File: config.mk
export PLATFORM = sky130hd
export DESIGN_NAME = inc_reg_bank
export DESIGN_NICKNAME = d
export VERILOG_FILES = /design/src/rtl/inc_reg_bank.sv
export SDC_FILE = /design/constraint.sdc
export NUM_CORES = 1
export LEC_CHECK = 0
export ABC_AREA = 1
export BUFFER_PORTS_ARGS = -buffer_cell sky130_fd_sc_hd__buf_2
export CORE_ASPECT_RATIO = 0.6
export CORE_MARGIN = 1.5
export CORE_UTILIZATION = 42
export CTS_BUF_LIST = sky130_fd_sc_hd__clkbuf_8
export DETAILED_ROUTE_END_ITERATION = 10
export GPL_TIMING_DRIVEN = 0
export HOLD_SLACK_MARGIN = 0.1
export PLACE_DENSITY = 0.66
export SLEW_MARGIN = 40
export SYNTH_ARGS = -nofsm -noshare
export SYNTH_HDL_FRONTEND = slang
export SYNTH_SLANG_ARGS = --single-unit
File: constraint.sdc
create_clock -name clk -period 1.45 [get_ports clk]
set_input_delay 0.145 -clock clk [delete_from_list [all_inputs] [get_ports clk]]
set_output_delay 0.145 -clock clk [all_outputs]
set_load 0.02 [all_outputs]
File: src/rtl/inc_reg_bank.sv
// Bank of NREG independent WIDTH-bit counters with multi-hot increment, parallel
// load, clear, per-register wrap/saturate and sticky overflow flags.
module inc_reg_bank #(
    parameter int              NREG     = 7,
    parameter int              WIDTH    = 8,
    parameter logic [NREG-1:0] SAT_MASK = '0,
    parameter int              STEP_W   = 2,
    localparam int             IDX_W    = (NREG > 1) ? $clog2(NREG) : 1
) (
    input  logic                  clk,
    input  logic                  rst_n,
    input  logic                  inc_en,
    input  logic [NREG-1:0]       inc_sel,
    input  logic [STEP_W-1:0]     inc_step,
    input  logic                  ld_en,
    input  logic [IDX_W-1:0]      ld_idx,
    input  logic [WIDTH-1:0]      ld_data,
    input  logic [NREG-1:0]       clr_sel,
    input  logic [NREG-1:0]       ovf_clr,
    output logic [NREG*WIDTH-1:0] q,
    output logic [NREG-1:0]       ovf,
    output logic                  inc_ack
);

    logic [NREG-1:0][WIDTH-1:0] q_q, q_d;
    logic [NREG-1:0]            ovf_q, ovf_d, ovf_set;
    logic                       ack_q, ack_d;

    // Returns {carry, next value}; saturating registers pin at all-ones on carry.
    function automatic logic [WIDTH:0] inc_sat(input logic [WIDTH-1:0]  cur,
                                               input logic [STEP_W-1:0] step,
                                               input logic              sat);
        logic [WIDTH:0] sum;
        sum = {1'b0, cur} + (WIDTH+1)'(step);
        if (sum[WIDTH] && sat) begin
            return {1'b1, {WIDTH{1'b1}}};
        end
        return sum;
    endfunction

    always_comb begin
        logic [WIDTH:0] inc_res;
        logic           ld_hit;
        q_d     = q_q;
        ovf_set = '0;
        ack_d   = 1'b0;
        inc_res = '0;
        ld_hit  = 1'b0;
        for (int i = 0; i < NREG; i++) begin
            ld_hit = ld_en && (ld_idx == IDX_W'(i));
            if (clr_sel[i]) begin
                q_d[i] = '0;
            end else if (ld_hit) begin
                q_d[i] = ld_data;
            end else if (inc_en && inc_sel[i]) begin
                inc_res    = inc_sat(q_q[i], inc_step, SAT_MASK[i]);
                q_d[i]     = inc_res[WIDTH-1:0];
                ovf_set[i] = inc_res[WIDTH];
                if (inc_step != '0) begin
                    ack_d = 1'b1;
                end
            end
        end
        // A fresh overflow beats a simultaneous flag clear.
        ovf_d = (ovf_q & ~ovf_clr) | ovf_set;
    end

    always_ff @(posedge clk or negedge rst_n) begin
        if (!rst_n) begin
            q_q   <= '0;
            ovf_q <= '0;
            ack_q <= 1'b0;
        end else begin
            q_q   <= q_d;
            ovf_q <= ovf_d;
            ack_q <= ack_d;
        end
    end

    assign q       = q_q;
    assign ovf     = ovf_q;
    assign inc_ack = ack_q;

endmodule

==> run summary, run 1 <==
- **outcome** complete, but fails checks
- **violated checks** setup timing
- **total length of routed wires** 14600 um
- **first-pass GRT wire length** 22900 um
- **count of boundary I/O pins** 102
- **distinct cell type count of the synthesized netlist** 35
- **worst supply voltage drop on vdd** 629 uV
- **Critical Path AT** 1890 ps
- **initial core utilization** 43.1%
- **Leak Pwr** 3.32 nW
- **startpoint of the worst hold path** ld_data[5]
- **average wire per cell in the routed design** 15.3 um
- **post-place setup slack** -220 ps
- **overall die area** 0.0114 mm2
- **Core ar.** 0.0105 mm2
- **Max transition margin** 56.4%
- **r2r startpoint** q[24]$_DFFE_PN0P_
- **Clk Latency, worst-skew pair** 370 ps
- **routability-driven placement congestion ratio** 0.881
- **count of clock tree sinks** 64
- **Final min period** 1600 ps
- **aggregate global routing overflow** 0
- **antenna violations before repair** 0
- **RSZ-0062 raised after global routing** true
- **Synth Register Bits** 64
- **clock tree buffer depth** 2
- **share of final-layout standard cells stronger than drive strength 1** 33.0%
- **count of endpoints failing setup in the final report** 27
- **achievable frequency** 625 MHz
- **clock slew at reported path FFs** 80 ps
- **HPWL after DPL** 10400 um
- **average vias per placed instance** 5.21
- **Final Non-Filler Cells** 950
- **Hold Slack** 130 ps
- **count of yosys warnings during synthesis** 0
- **antenna diode count** 0
- **Final Cycle Share** 110%
- **number of detailed-route iterations in the first pass** 5
- **number of nets in the finished design** 865
- **Power per Cell Area** 855 mW/mm2
- **number of global-route vias before repair** 4505
- **worst hold path type** in -> reg
- **number of routed nets with antenna violations** 0
- **final hold violation count** 0
- **post-synthesis net count** 718
- **worst-path maximum fanout** 3
- **count of placed standard cells including taps** 900
- **# port buffers** 101
- **initial detailed-routing violation count** 408
- **endpoint of the most critical register-to-register path** q[28]$_DFFE_PN0P_
- **die height** 83.5 um
- **Gate Count Post-Synth** 659
- **critical path required time** 1740 ps
- **chip width** 137 um
- **sequential-to-total area share from yosys stat** 35.3%
- **average size of a mapped cell** 6.87 um2
- **via count** 4952
- **worst setup path class** reg -> reg
- **synthesis-to-finish area growth** 36.9%
- **category of the worst setup path capture point** flip-flop
- **cell chosen for the clock root** sky130_fd_sc_hd__clkbuf_8
- **number of H-tree branching levels** 3
- **R2R setup slack** -150 ps
- **post-route worst setup slack** -150 ps
- **post-route DRC violation count** 0
- **worst clock skew** 15.0 ps
- **reported max-cap violation count** 0
- **TritonCTS clock tree** yes
- **hold path depth** 3
- **clock buffer count from CTS** 9
- **aggregate global-route resource usage** 26.2%
- **maximum number of pins on one net before global-route repair** 42
- **netlist area before placement** 0.00453 mm2
- **total number of placement rows** 29
- **depth of the most critical reg-to-reg path** 9
- **total count of max-transition violations in the final report** 0
- **crit start category** flip-flop
- **worst hold path endpoint** q[5]$_DFFE_PN0P_
- **count of fill cells added during filler insertion** 988
- **slew at the pin closest to its max-slew limit** 654 ps
-- timing repair --
action,in CTS,in global routing
pin swaps,16,47
hold buffers,13,0
buffers inserted,11,12
endpoints found under the setup margin,34,51
resized for setup,35,72
hold endpoints to repair,78,0
-- sequential cells by signal, summed over array words and instances (netlist names) --
register,count
q,56
inc_ack,1
ovf,7
-- power by group --
group	total [W]	internal, W	switching [W]
logic	0.00158	0.000642	0.000934
clock network	0.00156	0.000820	0.000737
registers	0.00217	0.00193	0.000239
-- routing by layer --
metal | vias up | global-route usage [%] | part of all wire, %
met5 | - | 0 | 0
met4 | 0 | 7.27 | 1.7
met3 | 26 | 6.74 | 8.8
met2 | 208 | 37.5 | 43
met1 | 2303 | 39.0 | 46
li1 | 2415 | - | -
-- logic make-up (layout without fill, tap and decap cells) --
kind of cell               after synthesis  after routing  synth area share (%)
and+or+nand+nor                        392            392                  37.3
buffers and inverters                   93            245                  8.56
AOI/OAI and AO/OA                       85             85                  11.1
DFF                                     64             64                  35.3
adders and majority gates               21             21                  6.96
xor gates and xnor gates                 4              4                 0.773
-- cell usage after synthesis --
library cell	n	area (um2)
sky130_fd_sc_hd__nand2_1	239	897
sky130_fd_sc_hd__inv_1	79	297
sky130_fd_sc_hd__nand3_1	72	360
sky130_fd_sc_hd__dfrtp_1	64	1600
sky130_fd_sc_hd__nor2_1	54	203
sky130_fd_sc_hd__o21ai_0	46	230
sky130_fd_sc_hd__ha_1	14	175
sky130_fd_sc_hd__o21ai_1	12	60.1
sky130_fd_sc_hd__nand3b_1	9	67.6
sky130_fd_sc_hd__a21oi_1	7	35.0
sky130_fd_sc_hd__fa_1	7	140
sky130_fd_sc_hd__o211ai_1	7	52.6
sky130_fd_sc_hd__inv_2	6	22.5
sky130_fd_sc_hd__buf_6	4	45.0
sky130_fd_sc_hd__nand2_2	4	25.0
sky130_fd_sc_hd__nand3_2	4	40.0
sky130_fd_sc_hd__o22ai_1	4	25.0
sky130_fd_sc_hd__nand4_1	3	18.8
sky130_fd_sc_hd__a21o_1	2	15.0
sky130_fd_sc_hd__buf_2	2	10.0
sky130_fd_sc_hd__nor2_2	2	12.5
sky130_fd_sc_hd__nor2_4	2	22.5
sky130_fd_sc_hd__o21ai_2	2	17.5
sky130_fd_sc_hd__xnor2_1	2	17.5
sky130_fd_sc_hd__xor2_1	2	17.5
sky130_fd_sc_hd__a21oi_4	1	16.3
sky130_fd_sc_hd__buf_4	1	7.51
sky130_fd_sc_hd__inv_4	1	6.26
sky130_fd_sc_hd__nand3_4	1	17.5
sky130_fd_sc_hd__nor2_8	1	20.0
sky130_fd_sc_hd__nor3_1	1	5.00
sky130_fd_sc_hd__o211ai_2	1	12.5
sky130_fd_sc_hd__o21bai_1	1	7.51
sky130_fd_sc_hd__o2bb2ai_1	1	8.76
sky130_fd_sc_hd__o31ai_4	1	21.3
-- worst max-delay path, cell delays in order (launching register included) --
cell and delay, ps:
sky130_fd_sc_hd__dfrtp_2 430, sky130_fd_sc_hd__ha_4 170, sky130_fd_sc_hd__fa_2 350, sky130_fd_sc_hd__nand2_2 80, sky130_fd_sc_hd__inv_2 50, sky130_fd_sc_hd__nand2_1 60, sky130_fd_sc_hd__nand3_1 90, sky130_fd_sc_hd__o21ai_1 130
sky130_fd_sc_hd__nand2_1 80, sky130_fd_sc_hd__o21ai_1 70
-- stage by stage --
step	power, W	TNS, ps	cell area [um2]	util, %
3_5_place_dp	0.00345	-6500	5400	51.3
2_1_floorplan	0.00293	-536	4690	-
4_1_cts	0.00512	-1260	5890	56.0
6_report	0.00531	-1950	6200	59.0
3_3_place_gp	0.00339	-11930	5370	51.0
5_1_grt	0.00559	-4290	6200	59.0
-- area by class of cell --
| cell class | instances | area, um2 | share of cell area (%) |
|---|---|---|---|
| tap | 139 | 174 | 2.80 |
| clock inverter | 6 | 52.6 | 0.847 |
| buffer | 7 | 62.6 | 1.01 |
| timing repair buffer | 136 | 827 | 13.3 |
| multi-input combinational | 502 | 3010 | 48.5 |
| clock buffer | 10 | 138 | 2.22 |
| inverter | 86 | 325 | 5.24 |
| sequential | 64 | 1620 | 26.1 |
-- cells in the final DEF (no fill, tap or decap), types with 3 or more instances in the layout --
cell,netlist,layout
sky130_fd_sc_hd__nor2_4,2,8
sky130_fd_sc_hd__nand2_4,0,11
sky130_fd_sc_hd__dfrtp_2,0,12
sky130_fd_sc_hd__dfrtp_1,64,52
sky130_fd_sc_hd__ha_1,14,4
sky130_fd_sc_hd__clkbuf_8,0,10
sky130_fd_sc_hd__a21oi_1,7,5
sky130_fd_sc_hd__nand3_4,1,4
sky130_fd_sc_hd__nand4_1,3,3
sky130_fd_sc_hd__inv_1,79,74
sky130_fd_sc_hd__clkinv_2,0,3
sky130_fd_sc_hd__nand3_1,72,56
sky130_fd_sc_hd__buf_2,2,102
sky130_fd_sc_hd__ha_4,0,10
sky130_fd_sc_hd__fa_2,0,7
sky130_fd_sc_hd__nand2_1,239,212
sky130_fd_sc_hd__o22ai_1,4,3
sky130_fd_sc_hd__nor2_1,54,44
sky130_fd_sc_hd__o21ai_0,46,10
sky130_fd_sc_hd__inv_2,6,13
sky130_fd_sc_hd__o21ai_2,2,7
sky130_fd_sc_hd__nand2_2,4,20
sky130_fd_sc_hd__nand3b_1,9,9
sky130_fd_sc_hd__buf_6,4,5
sky130_fd_sc_hd__nor2_2,2,6
sky130_fd_sc_hd__o21ai_1,12,42
sky130_fd_sc_hd__dlygate4sd3_1,0,13
sky130_fd_sc_hd__buf_4,1,22
sky130_fd_sc_hd__o211ai_1,7,7
sky130_fd_sc_hd__nand3_2,4,17
-- how the worst max path moves through the flow --
stage                            startpoint  slack (ps)  cells after the start                end
final                     q[24]$_DFFE_PN0P_        -150                      9  q[28]$_DFFE_PN0P_
after global routing      q[24]$_DFFE_PN0P_        -280                      9  q[28]$_DFFE_PN0P_
after CTS                 q[48]$_DFFE_PN0P_        -130                      9  q[54]$_DFFE_PN0P_
after detailed placement        inc_step[1]        -220                      9  q[22]$_DFFE_PN0P_
after global placement                rst_n        -220                      1  q[16]$_DFFE_PN0P_
after floorplan           q[48]$_DFFE_PN0P_        -100                      9  q[54]$_DFFE_PN0P_
Note: power is estimated with default switching activity, not from simulation.
==> inputs of run 2 (changes only) <==
--- a/config.mk
+++ b/config.mk
@@ -6,15 +6,15 @@
 export NUM_CORES = 1
 export LEC_CHECK = 0
 export ABC_AREA = 1
-export BUFFER_PORTS_ARGS = -buffer_cell sky130_fd_sc_hd__buf_2
 export CORE_ASPECT_RATIO = 0.6
 export CORE_MARGIN = 1.5
 export CORE_UTILIZATION = 42
 export CTS_BUF_LIST = sky130_fd_sc_hd__clkbuf_8
 export DETAILED_ROUTE_END_ITERATION = 10
+export DONT_BUFFER_PORTS = 1
 export GPL_TIMING_DRIVEN = 0
 export HOLD_SLACK_MARGIN = 0.1
-export PLACE_DENSITY = 0.66
+export PLACE_DENSITY = 0.58
 export SLEW_MARGIN = 40
 export SYNTH_ARGS = -nofsm -noshare
 export SYNTH_HDL_FRONTEND = slang
==> run 2 against run 1 <==
Net effect: the run ends with hold timing, setup timing left; total power fell by 8.3%; maximum frequency fell by 5.7%; worst hold slack got worse by 650 ps; die area did not move; design area fell by 6.6%; clock skew fell by 10 ps; first-iteration DRC count fell by 25%; critical endpoint is now q[54]$_DFFE_PN0P_; setup slack got worse by 97 ps; flip-flop and latch count did not move; highest routed layer is now met5.
==> run summary, run 2 (synthesis gave the netlist of run 1 again) <==
- **number of global-route vias before repair** 4216
- **Core ar.** 0.0105 mm2
- **maximum single-stage delay on the critical path** 480 ps
- **number of routed nets with antenna violations** 0
- **violated checks** hold timing, setup timing
- **number of H-tree branching levels** 3
- **count of hold buffers inserted by post-cts repair** 25
- **overall die area** 0.0114 mm2
- **TritonCTS clock tree** yes
- **Max transition margin** 63.7%
- **total number of placement rows** 29
- **worst clock skew** 4.54 ps
- **series of cell instances along the critical path** ha_4 -> fa_2 -> nand2_4 -> nor2_4 -> nand2_2 -> xor2_1 -> nand2_1 -> nand2_1 -> nand2_1
- **post-route worst setup slack** -247 ps
- **end point of the critical path** q[54]$_DFFE_PN0P_
- **slew at the pin closest to its max-slew limit** 542 ps
- **count of endpoints failing setup in the final report** 35
- **clock tree buffer depth** 2
- **reported max-cap violation count** 0
- **aggregate global-route resource usage** 25.4%
- **clock buffer count from CTS** 9
- **die height** 83.5 um
- **post-route DRC violation count** 0
- **Final Cell Area** 0.00579 mm2
- **first-pass GRT wire length** 22000 um
- **Clk Latency, worst-skew pair** 350 ps
- **count of boundary I/O pins** 102
- **number of detailed-route iterations in the first pass** 5
- **worst hold path type** in -> async
- **sequential cell area** 0.00162 mm2
- **slowest stage cell, crit path** sky130_fd_sc_hd__dfrtp_2
- **category of the worst setup path capture point** flip-flop
- **Final Cycle Share** 117%
- **antenna violations before repair** 1
- **Final min period** 1700 ps
- **antenna diode count** 0
- **Leak Pwr** 2.82 nW
- **clock slew at reported path FFs** 70 ps
- **post-place setup slack** -192 ps
- **synthesis-to-finish area growth** 27.8%
- **footprint of the multi-input gates** 0.00311 mm2
- **routability-driven placement congestion ratio** 0.837
- **post-layout utilization of the core** 55.0%
- **critical path's most frequent cell** sky130_fd_sc_hd__nand2_1
- **RSZ-0062 raised after global routing** true
- **cell chosen for the clock root** sky130_fd_sc_hd__clkbuf_8
- **total count of max-transition violations in the final report** 0
- **R2R setup slack** -250 ps
- **Placed Area** 0.00486 mm2
- **r2r startpoint** q[48]$_DFFE_PN0P_
- **critical path required time** 1700 ps
- **worst-path maximum fanout** 3
- **maximum number of pins on one net before global-route repair** 65
- **average wire per cell in the routed design** 16.9 um
- **Setup Total Neg Slack** -4130 ps
- **depth of the most critical reg-to-reg path** 9
- **worst setup path startpoint** q[48]$_DFFE_PN0P_
- **Power per Cell Area** 840 mW/mm2
- **crit start category** flip-flop
- **initial core utilization** 43.1%
- **most common cell after layout, fill and taps aside** sky130_fd_sc_hd__nand2_1
- **chip width** 137 um
- **achievable frequency** 589 MHz
- **# port buffers** 0
- **Critical Path AT** 1950 ps
- **count of fill cells added during filler insertion** 985
- **HPWL after DPL** 9910 um
- **share of final-layout standard cells stronger than drive strength 1** 22.9%
- **total length of routed wires** 14300 um
- **average vias per placed instance** 5.32
- **Hold Slack** -517 ps
- **max FFs per register** 56
- **worst setup path class** reg -> reg
- **final hold violation count** 64
- **count of clock tree sinks** 64
- **initial detailed-routing violation count** 308
- **endpoint of the most critical register-to-register path** q[54]$_DFFE_PN0P_
- **number of nets in the finished design** 763
- **outcome** complete, but fails checks
- **worst supply voltage drop on vdd** 396 uV
- **most used cells in the layout excluding fill and tap cells** 214 x sky130_fd_sc_hd__nand2_1, 76 x sky130_fd_sc_hd__inv_1, 53 x sky130_fd_sc_hd__nand3_1, 48 x sky130_fd_sc_hd__dfrtp_1, 46 x sky130_fd_sc_hd__nor2_1
- **aggregate global routing overflow** 0
- **via count** 4502
- **final total power** 0.00486 W
[run 2: changes by cell type in the layout (fill, tap and decap cells not counted), moves of 3 or more]
cell	before	now
sky130_fd_sc_hd__dfrtp_2	12	16
sky130_fd_sc_hd__dfrtp_1	52	48
sky130_fd_sc_hd__ha_4	10	14
sky130_fd_sc_hd__buf_2	102	2
sky130_fd_sc_hd__nand3_4	4	7
sky130_fd_sc_hd__dlygate4sd3_1	13	25
sky130_fd_sc_hd__nand2_2	20	17
sky130_fd_sc_hd__buf_4	22	6
sky130_fd_sc_hd__buf_6	5	8
sky130_fd_sc_hd__nand3_1	56	53
sky130_fd_sc_hd__ha_1	4	0
[run 2: area by class of cell]
cell class / count / share of cell area [%]
flip-flops and latches: 64 / 28.0
well taps: 139 / 3.00
plain buffers: 7 / 1.08
inverters: 86 / 5.62
repair buffers: 34 / 5.75
multi-input cells: 502 / 53.7
clock inverters: 4 / 0.281
clock buffers: 11 / 2.61
[run 2: repair_timing]
| action | 4_1_cts | 5_1_grt |
|---|---|---|
| pin swaps | 38 | 47 |
| endpoints found under the hold margin | 115 | 66 |
| gates resized for setup | 59 | 66 |
| buffers inserted | 5 | 4 |
| endpoints found under the setup margin | 52 | 55 |
[run 2: power by group]
part	internal [W]	switching, W	total (W)
combinational	0.000480	0.000585	0.00107
sequential	0.00193	0.000472	0.00241
clock	0.000684	0.000708	0.00139
[run 2: worst max-delay path: cells and delay by family (launching register included)]
kind / cells / cell delay [ps]
fa+ha+maj: 2 / 610
simple gates: 6 / 350
xor+xnor: 1 / 140
flops: 1 / 480
[run 2: metrics by stage]
step	cells	hold WS (ps)
global route	847	-544
floorplan	659	-151
detailed placement	798	-148
global placement	798	-148
CTS	843	-532
finish	847	-517
[run 2: how the worst min path moves through the flow]
| stage | slack [ps] | cells past startpoint | end | startpoint |
|---|---|---|---|---|
| 2_1_floorplan | -150 | 0 | inc_ack$_DFF_PN0_ | rst_n |
| 3_3_place_gp | -150 | 0 | q[3]$_DFFE_PN0P_ | rst_n |
| 3_5_place_dp | -150 | 0 | q[2]$_DFFE_PN0P_ | rst_n |
| 4_1_cts | -530 | 0 | q[15]$_DFFE_PN0P_ | rst_n |
| 5_1_grt | -540 | 0 | q[40]$_DFFE_PN0P_ | rst_n |
| 6_report | -520 | 0 | q[2]$_DFFE_PN0P_ | rst_n |
[run 2: metal layers]
metal | vias up | share of wire (%) | GRT usage (%)
met5 | - | 0.049 | 0
met4 | 2 | 1.2 | 5.26
met3 | 22 | 8.3 | 9.05
met2 | 135 | 44 | 37.2
met1 | 2132 | 46 | 36.0
li1 | 2211 | - | -
==> inputs of run 3 (changes only) <==
--- a/config.mk
+++ b/config.mk
@@ -6,15 +6,15 @@
 export NUM_CORES = 1
 export LEC_CHECK = 0
 export ABC_AREA = 1
+export BUFFER_PORTS_ARGS = -buffer_cell sky130_fd_sc_hd__buf_4
 export CORE_ASPECT_RATIO = 0.6
 export CORE_MARGIN = 1.5
 export CORE_UTILIZATION = 42
 export CTS_BUF_LIST = sky130_fd_sc_hd__clkbuf_8
 export DETAILED_ROUTE_END_ITERATION = 10
-export DONT_BUFFER_PORTS = 1
 export GPL_TIMING_DRIVEN = 0
 export HOLD_SLACK_MARGIN = 0.1
-export PLACE_DENSITY = 0.58
+export PLACE_DENSITY = 0.66
 export SLEW_MARGIN = 40
 export SYNTH_ARGS = -nofsm -noshare
 export SYNTH_HDL_FRONTEND = slang
==> run 3 against run 2 <==
Net effect: the flow finishes with violations (setup timing); maximum frequency increased by 3.3%; non-clock buffer count increased by 104; sequential power is 9.1% lower; combinational power up 55%; global-route usage up 0.62 points; critical path depth is the same; count of clock-buffer cells in the layout down 1.
==> run summary, run 3 (synthesis gave the netlist of run 1 again) <==
- **post-route worst setup slack** -192 ps
- **first-pass GRT wire length** 22900 um
- **final hold violation count** 0
- **number of nets in the finished design** 867
- **violated checks** setup timing
- **total length of routed wires** 15200 um
- **Max transition margin** 59.6%
- **routability-driven placement congestion ratio** 0.899
- **Setup Total Neg Slack** -2080 ps
- **count of boundary I/O pins** 102
- **number of global-route vias before repair** 4553
- **worst-path maximum fanout** 2
- **final total power** 0.00522 W
- **number of detailed-route iterations in the first pass** 5
- **R2R setup slack** -190 ps
- **overall die area** 0.0114 mm2
- **Core ar.** 0.0105 mm2
- **most used cells in the layout excluding fill and tap cells** 220 x sky130_fd_sc_hd__nand2_1, 122 x sky130_fd_sc_hd__buf_4, 72 x sky130_fd_sc_hd__inv_1, 62 x sky130_fd_sc_hd__nand3_1, 52 x sky130_fd_sc_hd__dfrtp_1
- **critical path required time** 1740 ps
- **Leak Pwr** 3.35 nW
- **antenna diode count** 0
- **outcome** complete, but fails checks
- **Power per Cell Area** 816 mW/mm2
- **initial core utilization** 43.1%
- **average wire per cell in the routed design** 15.9 um
- **worst setup path class** reg -> reg
- **total number of placement rows** 29
- **antenna violations before repair** 0
- **category of the worst setup path capture point** flip-flop
- **routed wire length on met2** 6870 um
- **worst hold path endpoint** q[5]$_DFFE_PN0P_
- **crit start category** flip-flop
- **reported max-cap violation count** 0
- **worst hold path type** in -> reg
- **post-layout utilization of the core** 60.9%
- **startpoint of the worst hold path** ld_data[5]
- **uppermost signal routing layer after detailed routing** met4
- **Critical Path AT** 1930 ps
- **aggregate global routing overflow** 0
- **initial detailed-routing violation count** 410
- **count of clock tree sinks** 64
- **cell chosen for the clock root** sky130_fd_sc_hd__clkbuf_8
- **hold path depth** 3
- **number of H-tree branching levels** 3
- **Final min period** 1640 ps
- **aggregate global-route resource usage** 26.0%
- **chip width** 137 um
- **TritonCTS clock tree** yes
- **endpoint of the most critical register-to-register path** q[50]$_DFFE_PN0P_
- **clock slew at reported path FFs** 70 ps
- **Metal-1 WL** 6980 um
- **Clk Latency, worst-skew pair** 360 ps
- **via count** 4995
- **achievable frequency** 609 MHz
- **clock buffer count from CTS** 9
- **total count of max-transition violations in the final report** 0
- **depth of the most critical reg-to-reg path** 9
- **slew at the pin closest to its max-slew limit** 607 ps
- **post-route DRC violation count** 0
- **max FFs per register** 56
- **# port buffers** 101
- **clock tree buffer depth** 2
- **Final Cycle Share** 113%
- **worst supply voltage drop on vdd** 615 uV
- **number of routed nets with antenna violations** 0
- **r2r startpoint** q[48]$_DFFE_PN0P_
- **maximum number of pins on one net before global-route repair** 65
- **share of final-layout standard cells stronger than drive strength 1** 32.0%
- **most common cell after layout, fill and taps aside** sky130_fd_sc_hd__nand2_1
- **worst clock skew** 8.78 ps
- **average vias per placed instance** 5.25
- **count of endpoints failing setup in the final report** 26
- **HPWL after DPL** 10600 um
- **die height** 83.5 um
- **Detail Route met3 WL** 1030 um
- **synthesis-to-finish area growth** 41.3%
- **RSZ-0062 raised after global routing** true
- **post-place setup slack** -155 ps
-- run 3: changes by cell type in the layout (fill, tap and decap cells not counted), sizes merged --
cell / previous run / this run
buf: 16 / 131
dlygate4sd3: 25 / 14
inv: 89 / 88
clkbuf: 11 / 10
clkinv: 1 / 4
-- run 3: worst max path at each step --
stage,startpoint,end,slack [ps],depth (start not counted)
2_1_floorplan,q[48]$_DFFE_PN0P_,q[54]$_DFFE_PN0P_,-100,9
3_3_place_gp,q[48]$_DFFE_PN0P_,q[54]$_DFFE_PN0P_,-120,9
3_5_place_dp,q[48]$_DFFE_PN0P_,q[54]$_DFFE_PN0P_,-150,9
4_1_cts,q[48]$_DFFE_PN0P_,q[54]$_DFFE_PN0P_,-140,9
5_1_grt,q[48]$_DFFE_PN0P_,q[54]$_DFFE_PN0P_,-260,9
6_report,q[48]$_DFFE_PN0P_,q[50]$_DFFE_PN0P_,-190,9
-- run 3: stage by stage --
stage | hold slack [ps] | area, um2 | instances
2_1_floorplan | -151 | 4690 | 659
3_3_place_gp | 314 | 5620 | 899
3_5_place_dp | 191 | 5620 | 899
4_1_cts | 101 | 6110 | 944
5_1_grt | 148 | 6400 | 952
6_report | 101 | 6400 | 952
-- run 3: critical path, cell delays in order, from the launching register on --
cell	delay, ps
sky130_fd_sc_hd__dfrtp_2	430
sky130_fd_sc_hd__ha_4	170
sky130_fd_sc_hd__fa_2	370
sky130_fd_sc_hd__nand2_4	100
sky130_fd_sc_hd__buf_12	110
sky130_fd_sc_hd__buf_6	80
sky130_fd_sc_hd__inv_2	20
sky130_fd_sc_hd__o21ai_1	100
sky130_fd_sc_hd__o21ai_1	80
sky130_fd_sc_hd__o21ai_1	120
-- run 3: final cells by class --
cell class                      instances  area (um2)
Clock inverter                          6        27.5
Inverter                               86         325
Sequential cell                        64        1620
Clock buffer                           10         138
Multi-Input combinational cell        502        2970
Buffer                                  7        62.6
Tap cell                              139         174
Fill cell                             970        4120
Timing Repair Buffer                  138        1090
-- run 3: where the power goes --
| group | leakage [nW] | total [W] | internal, W | switching, W |
|---|---|---|---|---|
| registers | 0.852 | 0.00219 | 0.00193 | 0.000254 |
| logic | 2.40 | 0.00166 | 0.000731 | 0.000928 |
| clock network | 0.0982 | 0.00138 | 0.000643 | 0.000734 |
| total | 3.35 | 0.00522 | 0.00331 | 0.00192 |
-- run 3: layer usage --
layer,global-route usage (%),vias to the layer above
li1,-,2418
met1,37.5,2331
met2,39.6,213
met3,5.04,33
met4,7.27,0
met5,0,-
-- run 3: timing repair --
item | CTS | global route
setup endpoints to repair | 34 | 53
pin swaps | 12 | 33
setup buffers | 15 | 9
hold buffers | 14 | 0
endpoints found under the hold margin | 84 | 0
gates resized for setup | 33 | 61
